===== config.mk =====
export PLATFORM = sky130hd
export DESIGN_NAME = alu_result_buffer
export DESIGN_NICKNAME = d
export VERILOG_FILES = /design/src/rtl/alu_pkg.sv /design/src/rtl/alu_result_fifo.sv /design/src/rtl/alu_result_buffer.sv
export SDC_FILE = /design/constraint.sdc
export NUM_CORES = 1
export LEC_CHECK = 0
export BUFFER_PORTS_ARGS = -buffer_cell sky130_fd_sc_hd__buf_2
export CORE_MARGIN = 2
export CORE_UTILIZATION = 58
export CTS_BUF_LIST = sky130_fd_sc_hd__clkbuf_8
export DETAILED_ROUTE_END_ITERATION = 12
export GPL_TIMING_DRIVEN = 0
export PLACE_DENSITY = 0.8
export SLEW_MARGIN = 25
export SYNTH_ARGS = -nofsm -noshare
export SYNTH_HDL_FRONTEND = slang
export SYNTH_SLANG_ARGS = --single-unit
export TNS_END_PERCENT = 100

===== constraint.sdc =====
create_clock -name clk -period 2.7 [get_ports clk]
set_input_delay 0.135 -clock clk [delete_from_list [all_inputs] [get_ports clk]]
set_output_delay 0.135 -clock clk [all_outputs]
set_load 0.02 [all_outputs]

===== src/rtl/alu_pkg.sv =====
// rtl/alu_pkg.sv - shared opcodes, flag struct and flag-ownership helper for the ALU writeback path
package alu_pkg;

   localparam logic [3:0] OP_SUB  = 4'd0;
   localparam logic [3:0] OP_ADD  = 4'd1;
   localparam logic [3:0] OP_AND  = 4'd2;
   localparam logic [3:0] OP_MAX  = 4'd3;
   localparam logic [3:0] OP_SLT  = 4'd4;
   localparam logic [3:0] OP_SLTU = 4'd5;

   typedef struct packed {
      logic carry;
      logic zero;
      logic overflow;
   } alu_flags_t;

   // Only the adder-based opcodes drive meaningful carry/overflow.
   function automatic logic has_arith_flags(input logic [3:0] opcode);
      return (opcode == OP_SUB) || (opcode == OP_ADD);
   endfunction

endpackage


===== src/rtl/alu_result_fifo.sv =====
// rtl/alu_result_fifo.sv - register-based circular FIFO with pointers and occupancy count
// Storage resets to zero so the read port never shows X, even when empty.
module alu_result_fifo #(
   parameter int DATA_W = 72,
   parameter int DEPTH  = 4
) (
   input  logic                       clk,
   input  logic                       rst_n,
   input  logic                       wr_valid,
   output logic                       wr_ready,
   input  logic [DATA_W-1:0]          wr_data,
   output logic                       rd_valid,
   input  logic                       rd_ready,
   output logic [DATA_W-1:0]          rd_data,
   output logic [$clog2(DEPTH+1)-1:0] count
);

   localparam int PW = $clog2(DEPTH);
   localparam int CW = $clog2(DEPTH+1);
   localparam logic [CW-1:0] FULL_CNT = CW'(DEPTH);

   logic [DATA_W-1:0] mem_q [DEPTH];
   logic [DATA_W-1:0] mem_d [DEPTH];
   logic [PW-1:0]     wr_ptr_q, wr_ptr_d;
   logic [PW-1:0]     rd_ptr_q, rd_ptr_d;
   logic [CW-1:0]     count_q, count_d;
   logic              push, pop;

   // Full blocks a push even when a pop happens the same cycle.
   assign wr_ready = (count_q != FULL_CNT);
   assign rd_valid = (count_q != '0);
   assign rd_data  = mem_q[rd_ptr_q];
   assign count    = count_q;

   always_comb begin
      push     = wr_valid && wr_ready;
      pop      = rd_ready && rd_valid;
      mem_d    = mem_q;
      wr_ptr_d = wr_ptr_q;
      rd_ptr_d = rd_ptr_q;
      count_d  = count_q;
      if (push) begin
         mem_d[wr_ptr_q] = wr_data;
         wr_ptr_d        = wr_ptr_q + 1'b1;
      end
      if (pop) begin
         rd_ptr_d = rd_ptr_q + 1'b1;
      end
      if (push && !pop) begin
         count_d = count_q + 1'b1;
      end else if (pop && !push) begin
         count_d = count_q - 1'b1;
      end
   end

   always_ff @(posedge clk or negedge rst_n) begin
      if (!rst_n) begin
         for (int i = 0; i < DEPTH; i++) begin
            mem_q[i] <= '0;
         end
         wr_ptr_q <= '0;
         rd_ptr_q <= '0;
         count_q  <= '0;
      end else begin
         mem_q    <= mem_d;
         wr_ptr_q <= wr_ptr_d;
         rd_ptr_q <= rd_ptr_d;
         count_q  <= count_d;
      end
   end

endmodule


===== src/rtl/alu_result_buffer.sv =====
// rtl/alu_result_buffer.sv - flag-sanitising ALU result queue feeding register-file writeback
// Optional sticky carry/overflow status via ALU_RESULT_STICKY_EN.
module alu_result_buffer
   import alu_pkg::*;
#(
   parameter int WIDTH = 64,
   parameter int DEPTH = 4,
   parameter int TAG_W = 5
) (
   input  logic                       clk,
   input  logic                       rst_n,
   input  logic                       in_valid,
   output logic                       in_ready,
   input  logic [3:0]                 in_opcode,
   input  logic [WIDTH-1:0]           in_result,
   input  logic                       in_carry,
   input  logic                       in_overflow,
   input  logic [TAG_W-1:0]           in_tag,
   output logic                       out_valid,
   input  logic                       out_ready,
   output logic [WIDTH-1:0]           out_result,
   output logic                       out_carry,
   output logic                       out_zero,
   output logic                       out_overflow,
   output logic [TAG_W-1:0]           out_tag,
`ifdef ALU_RESULT_STICKY_EN
   input  logic                       sticky_clr,
   output logic                       sticky_carry,
   output logic                       sticky_overflow,
`endif
   output logic [$clog2(DEPTH+1)-1:0] count
);

   localparam int ENTRY_W = WIDTH + 3 + TAG_W;

   alu_flags_t         in_flags;
   alu_flags_t         out_flags;
   logic [ENTRY_W-1:0] wr_data;
   logic [ENTRY_W-1:0] rd_data;

   // Upstream zero is ignored; carry/overflow are undriven outside SUB/ADD.
   always_comb begin
      in_flags.zero     = (in_result == '0);
      in_flags.carry    = has_arith_flags(in_opcode) ? in_carry : 1'b0;
      in_flags.overflow = has_arith_flags(in_opcode) ? in_overflow : 1'b0;
      wr_data           = {in_result, in_flags, in_tag};
   end

   alu_result_fifo #(
      .DATA_W (ENTRY_W),
      .DEPTH  (DEPTH)
   ) u_fifo (
      .clk      (clk),
      .rst_n    (rst_n),
      .wr_valid (in_valid),
      .wr_ready (in_ready),
      .wr_data  (wr_data),
      .rd_valid (out_valid),
      .rd_ready (out_ready),
      .rd_data  (rd_data),
      .count    (count)
   );

   assign {out_result, out_flags, out_tag} = rd_data;
   assign out_carry    = out_flags.carry;
   assign out_zero     = out_flags.zero;
   assign out_overflow = out_flags.overflow;

`ifdef ALU_RESULT_STICKY_EN
   logic pop;
   logic sticky_carry_q, sticky_carry_d;
   logic sticky_overflow_q, sticky_overflow_d;

   // A clear coinciding with a pop restarts accumulation from the popped flags.
   always_comb begin
      pop               = out_valid && out_ready;
      sticky_carry_d    = sticky_carry_q;
      sticky_overflow_d = sticky_overflow_q;
      if (pop) begin
         sticky_carry_d    = sticky_clr ? out_carry : (sticky_carry_q | out_carry);
         sticky_overflow_d = sticky_clr ? out_overflow : (sticky_overflow_q | out_overflow);
      end else if (sticky_clr) begin
         sticky_carry_d    = 1'b0;
         sticky_overflow_d = 1'b0;
      end
   end

   always_ff @(posedge clk or negedge rst_n) begin
      if (!rst_n) begin
         sticky_carry_q    <= 1'b0;
         sticky_overflow_q <= 1'b0;
      end else begin
         sticky_carry_q    <= sticky_carry_d;
         sticky_overflow_q <= sticky_overflow_d;
      end
   end

   assign sticky_carry    = sticky_carry_q;
   assign sticky_overflow = sticky_overflow_q;
`endif

endmodule


==> qor.csv, run 1 <==
metric;value;unit
run_status;completed;
fin_crit;2.55;ns
cts_max_path_buffers;3;
slew-limit-headroom;0.496;
ys.flop_type;dfrtp_1;
pre_cts_slack;0.458;ns
grt_first_pass_wirelength;45.2;mm
post-route-period-util;0.945;
drv_slew;0;
yosysWarnings;0;
fillCellCount;1389;
critPathKind;reg -> out;
worstReg2RegEnd;u_fifo.count[2];
die_area;23500;um^2
power.leakage;7.10;nW
rows;54;
critPathLaunchType;flop;
dp_cells;1190;
synth_nets;838;
antenna_found_initial;0;
arrival;2.42;ns
synth_top_area_frac;0.571;
grt_max_degree;89;
worstRegToRegCells;8;
irDropWorstVdd;0.850;mV
place_congestion;0.776;
whs;0.0447;ns
dp_hpwl;18.1;mm
cts_num_sinks;295;
rrSetupSlack;0.53;ns
syn-cell-area;12900;um^2
drt_iter0_drc;344;
cts-buffers-inserted;47;
synthTopCellsByArea;dfrtp_1 (57%), mux2_2 (23%), mux4_2 (13%), mux2_1 (2.3%), buf_4 (1.7%);
ys_types;24;
fmax;392;MHz
track_usage;0.246;
hold_viol_final;0;
crit_fanout;10;
num_antenna_cells;0;
post-route-drc-count;0;
pwr_density_cell;1310;nW/um^2
cts_root_buf;clkbuf_8;
die_y;153;um
async_reset_ff_frac;1.00;
postSynthCellCount;753;
clk_latency;0.56;ns
synth.avg_cell_area;17.2;um^2
synth.most_common_cell;dfrtp_1;
final_cells;1343;
reg2reg_from;u_fifo.count[1];
synthTopCellsByCount;dfrtp_1 (295), mux2_2 (263), mux4_2 (72), buf_4 (29), mux2_1 (26);
overflow;0;
cts_tree;built;
clk_pin_slew;0.06;ns
die_width;153;um
htree_levels;2;
maxCapViolCount;0;
synth_seq_cells;295;
synth_edf_count;0;
worst_pin_slew;0.749;ns
drt_wl_total;28.1;mm
core;21800;um^2
synth_top_area_cell;dfrtp_1;
cp-end-kind;primary output;
wl_per_cell;20.9;um
num_vias;7706;
portBuffers;154;
drtAntennaViolNets;0;
fin_skew;0.0257;ns
grt_setup_unrepaired;no;
drive_above_1_share;0.564;
setup_slack;0.150;ns
io_pins;156;
grt_pass1_vias;8357;
required;2.57;ns
area_growth;22.0;%
vias_per_cell;5.74;
hold_path_class;in -> async;
setup_viol;0;
first_pass_iters;4;
postCtsSetupBuffers;0;
nets;1116;
yosysSeqAreaShare;0.571;
start_util;0.592;
-- final cells by class --
cell class | instances | area (um^2) | share of cell area
flip-flops and latches | 295 | 7380 | 0.468
multi-input cells | 410 | 5250 | 0.333
repair buffers | 230 | 1590 | 0.101
clock buffers | 56 | 771 | 0.0489
well taps | 280 | 350 | 0.0222
plain buffers | 44 | 290 | 0.0184
clock inverters | 25 | 126 | 0.00801
inverters | 3 | 11.3 | 0.000714
-- power by group --
group	switching (W)	leakage (nW)	internal, W
registers	0.00111	3.52	0.00666
logic	0.00440	3.04	0.00488
clock network	0.00168	0.538	0.00196
-- layout by cell type (no fill, tap or decap), types with 2 or more instances in the layout --
cell and instances:
buf_16 3, clkbuf_2 3, buf_2 163, and2_1 2, clkbuf_8 56, dfrtp_1 295
nor4_1 17, xnor2_1 4, nand2_1 3, mux2_1 26, mux4_2 72, inv_1 22
mux2_2 263, nand4_1 4, nand2_4 4, buf_4 29, clkbuf_1 2, ha_1 5
dlygate4sd3_1 73, clkinv_2 5, nor2_1 2, xor2_1 2
-- stage by stage --
| step | util | area, um^2 | power, W | setup TNS, ns |
|---|---|---|---|---|
| 2_1_floorplan | - | 12900 | 0.0144 | 0 |
| 3_3_place_gp | 0.644 | 14100 | 0.0167 | -1181.48 |
| 3_5_place_dp | 0.648 | 14100 | 0.0171 | 0 |
| 4_1_cts | 0.723 | 15800 | 0.0208 | 0 |
| 5_1_grt | 0.723 | 15800 | 0.0218 | 0 |
| 6_report | 0.723 | 15800 | 0.0207 | 0 |
-- per-layer routing --
metal | global-route usage | wire (um) | up-vias
li1 | - | - | 3408
met1 | 0.342 | 12500 | 4058
met5 | 0 | 0 | -
met3 | 0.0499 | 1430 | 45
met4 | 0.0869 | 644 | 0
met2 | 0.391 | 13600 | 195
-- how the worst max path moves through the flow --
stage	from	endpoint	cells past startpoint
6_report	u_fifo.rd_ptr_q[1]	out_result[10]	3
5_1_grt	u_fifo.rd_ptr_q[0]	out_result[12]	4
4_1_cts	u_fifo.rd_ptr_q[1]	out_result[10]	3
3_5_place_dp	u_fifo.rd_ptr_q[1]	out_result[12]	4
3_3_place_gp	rst_n	u_fifo.mem_q[38]	1
2_1_floorplan	u_fifo.count[1]	u_fifo.count[2]	8
-- state kept, by name, summed over array words and instances, names as in the netlist --
signal,flops
u_fifo.count,3
u_fifo.mem_q,288
u_fifo.rd_ptr_q,2
u_fifo.wr_ptr_q,2
-- logic make-up (layout without fill, tap and decap cells) --
| family | count (synthesis) | count (layout) | share of synthesized area |
|---|---|---|---|
| AO/OA/AOI/OAI | 2 | 2 | 0.000968 |
| multiplexers | 361 | 361 | 0.377 |
| buffers and inverters | 48 | 358 | 0.0232 |
| AND/OR/NAND/NOR | 35 | 35 | 0.0173 |
| XOR/XNOR | 6 | 6 | 0.00406 |
| adder cells (fa/ha/maj) | 6 | 6 | 0.00639 |
| flip-flops | 295 | 295 | 0.571 |
-- what timing repair did --
item,4_1_cts,5_1_grt
hold buffers,73,0
gates resized for setup,4,0
hold endpoints to repair,406,0
setup endpoints to repair,59,0
-- worst max-delay path: stages, from the launching register on --
cell,delay [ns]
dfrtp_1,0.70
clkbuf_1,0.56
mux4_2,0.44
buf_2,0.18
No activity file was read; power rests on OpenSTA's default activity.
==> run 2: changes to the inputs <==
PLACE_DENSITY = not set   (was 0.8)
PLACE_DENSITY_LB_ADDON = 0.25   (was not set)
SYNTH_HIERARCHICAL = 1   (was not set)
==> run 2 against run 1 <==
Worst setup slack better by 0.014 ns. Critical path depth unchanged. First-iteration DRC count down 8.1%. Sequential share of layout area down 0.54 points. Sequential power up 0.5%. Synthesized area up 1.5%. Die area up 1.4%. Final area up 1.2%. Synthesized cell count up 0.27%. Wire length down 0.17%. Global-route usage about the same. Critical path type unchanged. Largest cell class unchanged.
==> qor.csv, run 2 <==
metric;value;unit;change
nets;1119;;was 1116
largest_reg_flops;288;;unchanged
drtAntennaViolNets;0;;unchanged
hold_viol_final;0;;unchanged
arrival;2.40;ns;was 2.42 ns
antenna_found_initial;0;;unchanged
drive_above_1_share;0.591;;was 0.564
clk_latency;0.56;ns;about the same
pwr_density_cell;1300;nW/um^2;was 1310 nW/um^2
post-route-drc-count;0;;unchanged
irDropWorstVdd;0.737;mV;was 0.850 mV
synth_seq_cells;295;;unchanged
design_area;16000;um^2;was 15800 um^2
drv_slew;0;;unchanged
maxCapViolCount;0;;unchanged
place_congestion;0.752;;was 0.776
grt_setup_unrepaired;no;;unchanged
switchingPower;0.00720;W;was 0.00719 W
vias_per_cell;5.68;;was 5.74
critPathKind;reg -> out;;unchanged
synth_edf_count;0;;unchanged
io_pins;156;;unchanged
postSynthCellCount;755;;was 753
dp_cells;1197;;was 1190
cts_tree;built;;unchanged
clk_pin_slew;0.06;ns;about the same
track_usage;0.245;;was 0.246
first_pass_iters;4;;unchanged
die_width;154;um;was 153 um
layout_common_cells;dfrtp_1 (295), mux2_2 (290), buf_2 (163);;was dfrtp_1 (295), mux2_2 (263), buf_2 (163)
max_flop_register;u_fifo/mem_q;;was u_fifo.mem_q
p_sw_frac;0.346;;was 0.348
ys_types;24;;unchanged
grt_max_degree;86;;was 89
post-route-util;0.711;;was 0.723
area_growth;21.6;%;was 22.0%
synth_top_area_frac;0.563;;was 0.571
htree_levels;2;;unchanged
die_area;23800;um^2;was 23500 um^2
rows;55;;was 54
async_reset_ff_frac;1.00;;unchanged
synth_top_area_cell;dfrtp_1;;unchanged
layout_commonest_cell;dfrtp_1;;unchanged
post-route-period-util;0.939;;was 0.945
grt_first_pass_wirelength;45.9;mm;was 45.2 mm
final_cells;1352;;was 1343
num_antenna_cells;0;;unchanged
power.leakage;6.97;nW;was 7.10 nW
cts_root_buf;clkbuf_8;;unchanged
wl_per_cell;20.8;um;was 20.9 um
required;2.57;ns;about the same
crit_slowest_cell;dfrtp_1;;unchanged
cp-end-kind;primary output;;unchanged
fmax;394;MHz;was 392 MHz
die_y;154;um;was 153 um
grt_pass1_vias;8513;;was 8357
dpl_cell_area;14300;um^2;was 14100 um^2
fillCellCount;1542;;was 1389
dp_hpwl;18.4;mm;was 18.1 mm
fin_skew;0.0282;ns;was 0.0257 ns
syn-cell-area;13100;um^2;was 12900 um^2
synth.most_common_cell;dfrtp_1;;unchanged
hold_path_class;in -> reg;;was in -> async
pwr-share-clk;0.173;;was 0.176
cellInternalPower;0.0136;W;was 0.0135 W
drt_iter0_drc;316;;was 344
power_frac_comb;0.453;;was 0.448
p_seq_frac;0.375;;about the same
drt_wl_total;28.1;mm;about the same
cts_num_sinks;295;;unchanged
run_status;completed;;unchanged
num_vias;7686;;was 7706
yosysWarnings;6;;was 0
fin_crit;2.54;ns;was 2.55 ns
critPathLaunchType;flop;;unchanged
crit_chain;buf_1 -> mux4_2 -> buf_2;;was clkbuf_1 -> mux4_2 -> buf_2
worst_pin_slew;0.720;ns;was 0.749 ns
crit_fanout;10;;unchanged
ys.flop_type;dfrtp_1;;unchanged
synth.avg_cell_area;17.4;um^2;was 17.2 um^2
overflow;0;;unchanged
start_util;0.585;;was 0.592
setup_viol;0;;unchanged
cts-buffers-inserted;49;;was 47
synthTopCellsByCount;dfrtp_1 (295), mux2_2 (290), mux4_2 (72), clkbuf_8 (28), nor4_1 (15);;was dfrtp_1 (295), mux2_2 (263), mux4_2 (72), buf_4 (29), mux2_1 (26)
slew-limit-headroom;0.519;;was 0.496
synthTopCellsByArea;dfrtp_1 (56%), mux2_2 (25%), mux4_2 (12%), clkbuf_8 (2.9%), nor4_1 (0.72%);;was dfrtp_1 (57%), mux2_2 (23%), mux4_2 (13%), mux2_1 (2.3%), buf_4 (1.7%)
core;22400;um^2;was 21800 um^2
slowest_delay;0.68;ns;was 0.70 ns
postCtsSetupBuffers;0;;unchanged
yosysSeqAreaShare;0.563;;was 0.571
cts_max_path_buffers;3;;unchanged
synth_nets;840;;was 838
portBuffers;154;;unchanged
power.total;0.0208;W;was 0.0207 W
run 2: cell count changes after synthesis, moves of 4 or more:
cell	previous run	this run
buf_4	29	0
clkbuf_8	0	28
mux2_2	263	290
mux2_1	26	0
nand2_4	4	0
nor2_2	0	4
run 2: layout make-up:
cell class,count,area (um^2),share of cell area
multi-input combinational,412,5270,0.330
timing repair buffer,229,1580,0.0993
buffer,43,458,0.0287
clock inverter,27,113,0.00706
inverter,4,15.0,0.000941
sequential,295,7380,0.463
tap,285,357,0.0223
clock buffer,57,785,0.0492
run 2: path summary, 6_finish.rpt:
kind	depth (start not counted)	endpoint	slack, ns	startpoint
worst min-delay path	3	u_fifo/mem_q[223]	0.04	in_carry
worst min register to register	1	u_fifo/mem_q[254]	0.50	u_fifo/mem_q[254]
worst max-delay path	3	out_result[2]	0.16	u_fifo/rd_ptr_q[1]
min in group asynchronous	2	u_fifo/mem_q[148]	0.21	rst_n
max in group asynchronous	4	u_fifo/mem_q[184]	1.35	rst_n
worst max register to register	6	u_fifo/count[1]	0.33	u_fifo/count[0]
run 2: layer usage:
metal / wire length (um) / share of wire / GRT usage / vias to the layer above
li1: - / - / - / 3408
met1: 12300 / 0.44 / 0.339 / 4066
met2: 13700 / 0.49 / 0.398 / 164
met3: 1420 / 0.051 / 0.0530 / 48
met4: 626 / 0.022 / 0.0736 / 0
met5: 0 / 0 / 0 / -
run 2: logic make-up after synthesis:
kind of cell | Yosys count | synth area share
XOR/XNOR | 6 | 0.00401
adder cells (fa/ha/maj) | 6 | 0.00629
flip-flops | 295 | 0.563
buffers and inverters | 48 | 0.0360
multiplexers | 362 | 0.373
AND/OR/NAND/NOR | 38 | 0.0185
run 2: timing repair:
item,in CTS,in global routing
hold buffers,72,0
resized for setup,4,0
endpoints found under the setup margin,59,0
hold endpoints to repair,362,0
run 2: metrics by stage:
step | setup slack, ns | hold slack (ns) | setup TNS (ns)
2_1_floorplan | 0.440 | -0.161 | 0
3_3_place_gp | -4.01 | 0.416 | -1175.98
3_5_place_dp | 0.344 | 0.193 | 0
4_1_cts | 0.115 | 0.00973 | 0
5_1_grt | 0.0394 | 0.0364 | 0
6_report | 0.164 | 0.0438 | 0
run 2: power groups by stage:
| stage | logic (W) | registers, W | clock network [W] |
|---|---|---|---|
| after global placement | 0.00927 | 0.00768 | 0 |
| after global routing | 0.0101 | 0.00808 | 0.00389 |
| after detailed placement | 0.00948 | 0.00782 | 0 |
| after CTS | 0.00954 | 0.00779 | 0.00370 |
| final | 0.00942 | 0.00780 | 0.00360 |
| after floorplan | 0.00717 | 0.00744 | 0 |
run 2: worst max-delay path: cells and delay by family (launching register included):
kind	cells	cell delay, ns
buffers and inverters	2	0.74
flip-flops	1	0.68
multiplexers	1	0.44
==> run 3: changes to the inputs <==
CAP_MARGIN = 20   (was not set)
clock period = 3 ns   (was 2.7 ns; I/O delays follow)
==> run 3 against run 2 <==
Final cell count is essentially flat. Critical path depth rose by 1. Sequential power shrank 10%. Register-to-register slack improved by 0.30 ns. Worst hold slack gained 0.014 ns. Via count about the same. Clock-buffer cell count stayed put. Die area stayed put. Worst setup slack improved by 0.065 ns. Clock skew is essentially flat. Clock power is 10% lower. Global-route usage about the same. Highest routed layer unchanged.
==> qor.csv, run 3 (synthesis gave the netlist of run 2 again) <==
metric;value;unit;change
start_util;0.585;;unchanged
num_antenna_cells;0;;unchanged
post-route-drc-count;0;;unchanged
htree_levels;2;;unchanged
cp_top_family;buffers and inverters;;unchanged
io_pins;156;;unchanged
nets;1120;;was 1119
min_path_cells;3;;unchanged
critPathLaunchType;flop;;unchanged
portBuffers;154;;unchanged
clk_pin_slew;0.06;ns;about the same
drt_iter0_drc;291;;was 316
hold_path_class;in -> reg;;unchanged
track_usage;0.245;;about the same
wl_per_cell;20.7;um;was 20.8 um
die_y;154;um;unchanged
grt_max_degree;86;;unchanged
rrSetupSlack;0.63;ns;was 0.33 ns
drtAntennaViolNets;0;;unchanged
slowest_delay;0.60;ns;was 0.68 ns
worstReg2RegEnd;u_fifo/count[1];;unchanged
grt_first_pass_wirelength;45.9;mm;about the same
post-route-util;0.711;;about the same
arrival;2.62;ns;was 2.40 ns
grt_setup_unrepaired;no;;unchanged
setup_viol;0;;unchanged
antenna_found_initial;0;;unchanged
cts_root_buf;clkbuf_8;;unchanged
crit_buf_inv;3;;was 2
drt_wl_total;28.1;mm;about the same
path_depth;4;;was 3
crit_fanout;10;;unchanged
whs;0.0578;ns;was 0.0438 ns
first_pass_iters;4;;unchanged
cts-buffers-inserted;49;;unchanged
place_congestion;0.752;;unchanged
fin_crit;2.77;ns;
power.leakage;6.96;nW;was 6.97 nW
cts_num_sinks;295;;unchanged
crit_slowest_cell;clkbuf_1;;was dfrtp_1
grt_pass1_vias;8510;;was 8513
dp_hpwl;18.4;mm;unchanged
worst_pin_slew;0.725;ns;was 0.720 ns
irDropWorstVdd;0.664;mV;was 0.737 mV
drv_slew;0;;unchanged
cp-end-kind;primary output;;unchanged
run_status;completed;;unchanged
vias_per_cell;5.68;;about the same
num_vias;7683;;was 7686
fmax;361;MHz;
postCtsSetupBuffers;0;;unchanged
hold_viol_final;0;;unchanged
min_to;u_fifo/mem_q[223];;unchanged
drive_above_1_share;0.587;;was 0.591
fin_skew;0.0280;ns;was 0.0282 ns
core;22400;um^2;unchanged
post-route-period-util;0.924;;
crit_path_frequent_cell;clkbuf_1;;
cts_tree;built;;unchanged
clk_latency;0.56;ns;about the same
critPathKind;reg -> out;;unchanged
slew-limit-headroom;0.516;;was 0.519
die_area;23800;um^2;unchanged
area_growth;21.6;%;about the same
crit_chain;clkbuf_1 -> clkbuf_1 -> mux4_2 -> buf_2;;was buf_1 -> mux4_2 -> buf_2
overflow;0;;unchanged
layout_common_cells;dfrtp_1 (295), mux2_2 (290), buf_2 (162);;was dfrtp_1 (295), mux2_2 (290), buf_2 (163)
max_flop_register;u_fifo/mem_q;;unchanged
required;2.85;ns;was 2.57 ns
worstRegToRegCells;6;;unchanged
hold_path_startpoint;in_carry;;unchanged
rows;55;;unchanged
reg2reg_from;u_fifo/count[0];;unchanged
layout_commonest_cell;dfrtp_1;;unchanged
cts_max_path_buffers;3;;unchanged
die_width;154;um;unchanged
largest_reg_flops;288;;unchanged
maxCapViolCount;0;;unchanged
pwr_density_cell;1170;nW/um^2;was 1300 nW/um^2
==> run 3: changes by cell type in the layout (fill, tap and decap cells not counted), sizes merged <==
| cell | before | now |
|---|---|---|
| clkbuf | 89 | 90 |
==> run 3: metrics by stage <==
stage / area [um^2] / power [W] / setup TNS [ns] / instances / worst slack [ns]
after floorplan: 13100 / 0.0132 / 0 / 755 / 0.740
after global placement: 14200 / 0.0153 / -1091.90 / 1194 / -3.73
after detailed placement: 14300 / 0.0156 / 0 / 1197 / 0.644
after CTS: 16000 / 0.0189 / 0 / 1353 / 0.145
after global routing: 16000 / 0.0198 / 0 / 1353 / 0.102
final: 16000 / 0.0187 / 0 / 1353 / 0.229
==> run 3: worst register-to-register path, delay by kind of cell, from the launching register on <==
kind | cells | cell delay [ns]
adders and majority gates | 2 | 0.63
buffers and inverters | 1 | 0.07
DFF | 1 | 0.45
muxes | 1 | 0.27
and+or+nand+nor | 2 | 0.84
==> run 3: cell type report <==
cell class	count	area, um^2
flip-flops and latches	295	7380
plain buffers	44	457
repair buffers	229	1580
multi-input cells	412	5270
clock buffers	57	785
clock inverters	27	113
well taps	285	357
fillers	1542	6480
inverters	4	15.0
==> run 3: where the power goes <==
group	switching, W	leakage [nW]	total, W	internal, W
sequential	0.000990	3.52	0.00699	0.00600
combinational	0.00397	2.90	0.00851	0.00455
clock	0.00153	0.539	0.00324	0.00171
total	0.00648	6.96	0.0187	0.0123
==> run 3: timing repair <==
action,in CTS,in global routing
hold buffers,72,0
gates resized for setup,0,0
setup endpoints to repair,0,0
endpoints found under the hold margin,362,0
==> run 3: worst max path at each step <==
stage | slack [ns] | from | end
2_1_floorplan | 0.74 | u_fifo/count[1] | u_fifo/count[2]
3_3_place_gp | -3.73 | rst_n | u_fifo/mem_q[259]
3_5_place_dp | 0.64 | u_fifo/count[0] | u_fifo/count[1]
4_1_cts | 0.14 | u_fifo/rd_ptr_q[1] | out_result[9]
5_1_grt | 0.10 | u_fifo/rd_ptr_q[1] | out_result[9]
6_report | 0.23 | u_fifo/rd_ptr_q[1] | out_result[9]
==> run 3: metal layers <==
metal | vias up | global-route usage | routed length [um]
met4 | 0 | 0.0736 | 630
met1 | 4064 | 0.340 | 12300
met5 | - | 0 | 0
met2 | 163 | 0.397 | 13700
met3 | 48 | 0.0530 | 1420
li1 | 3408 | - | -
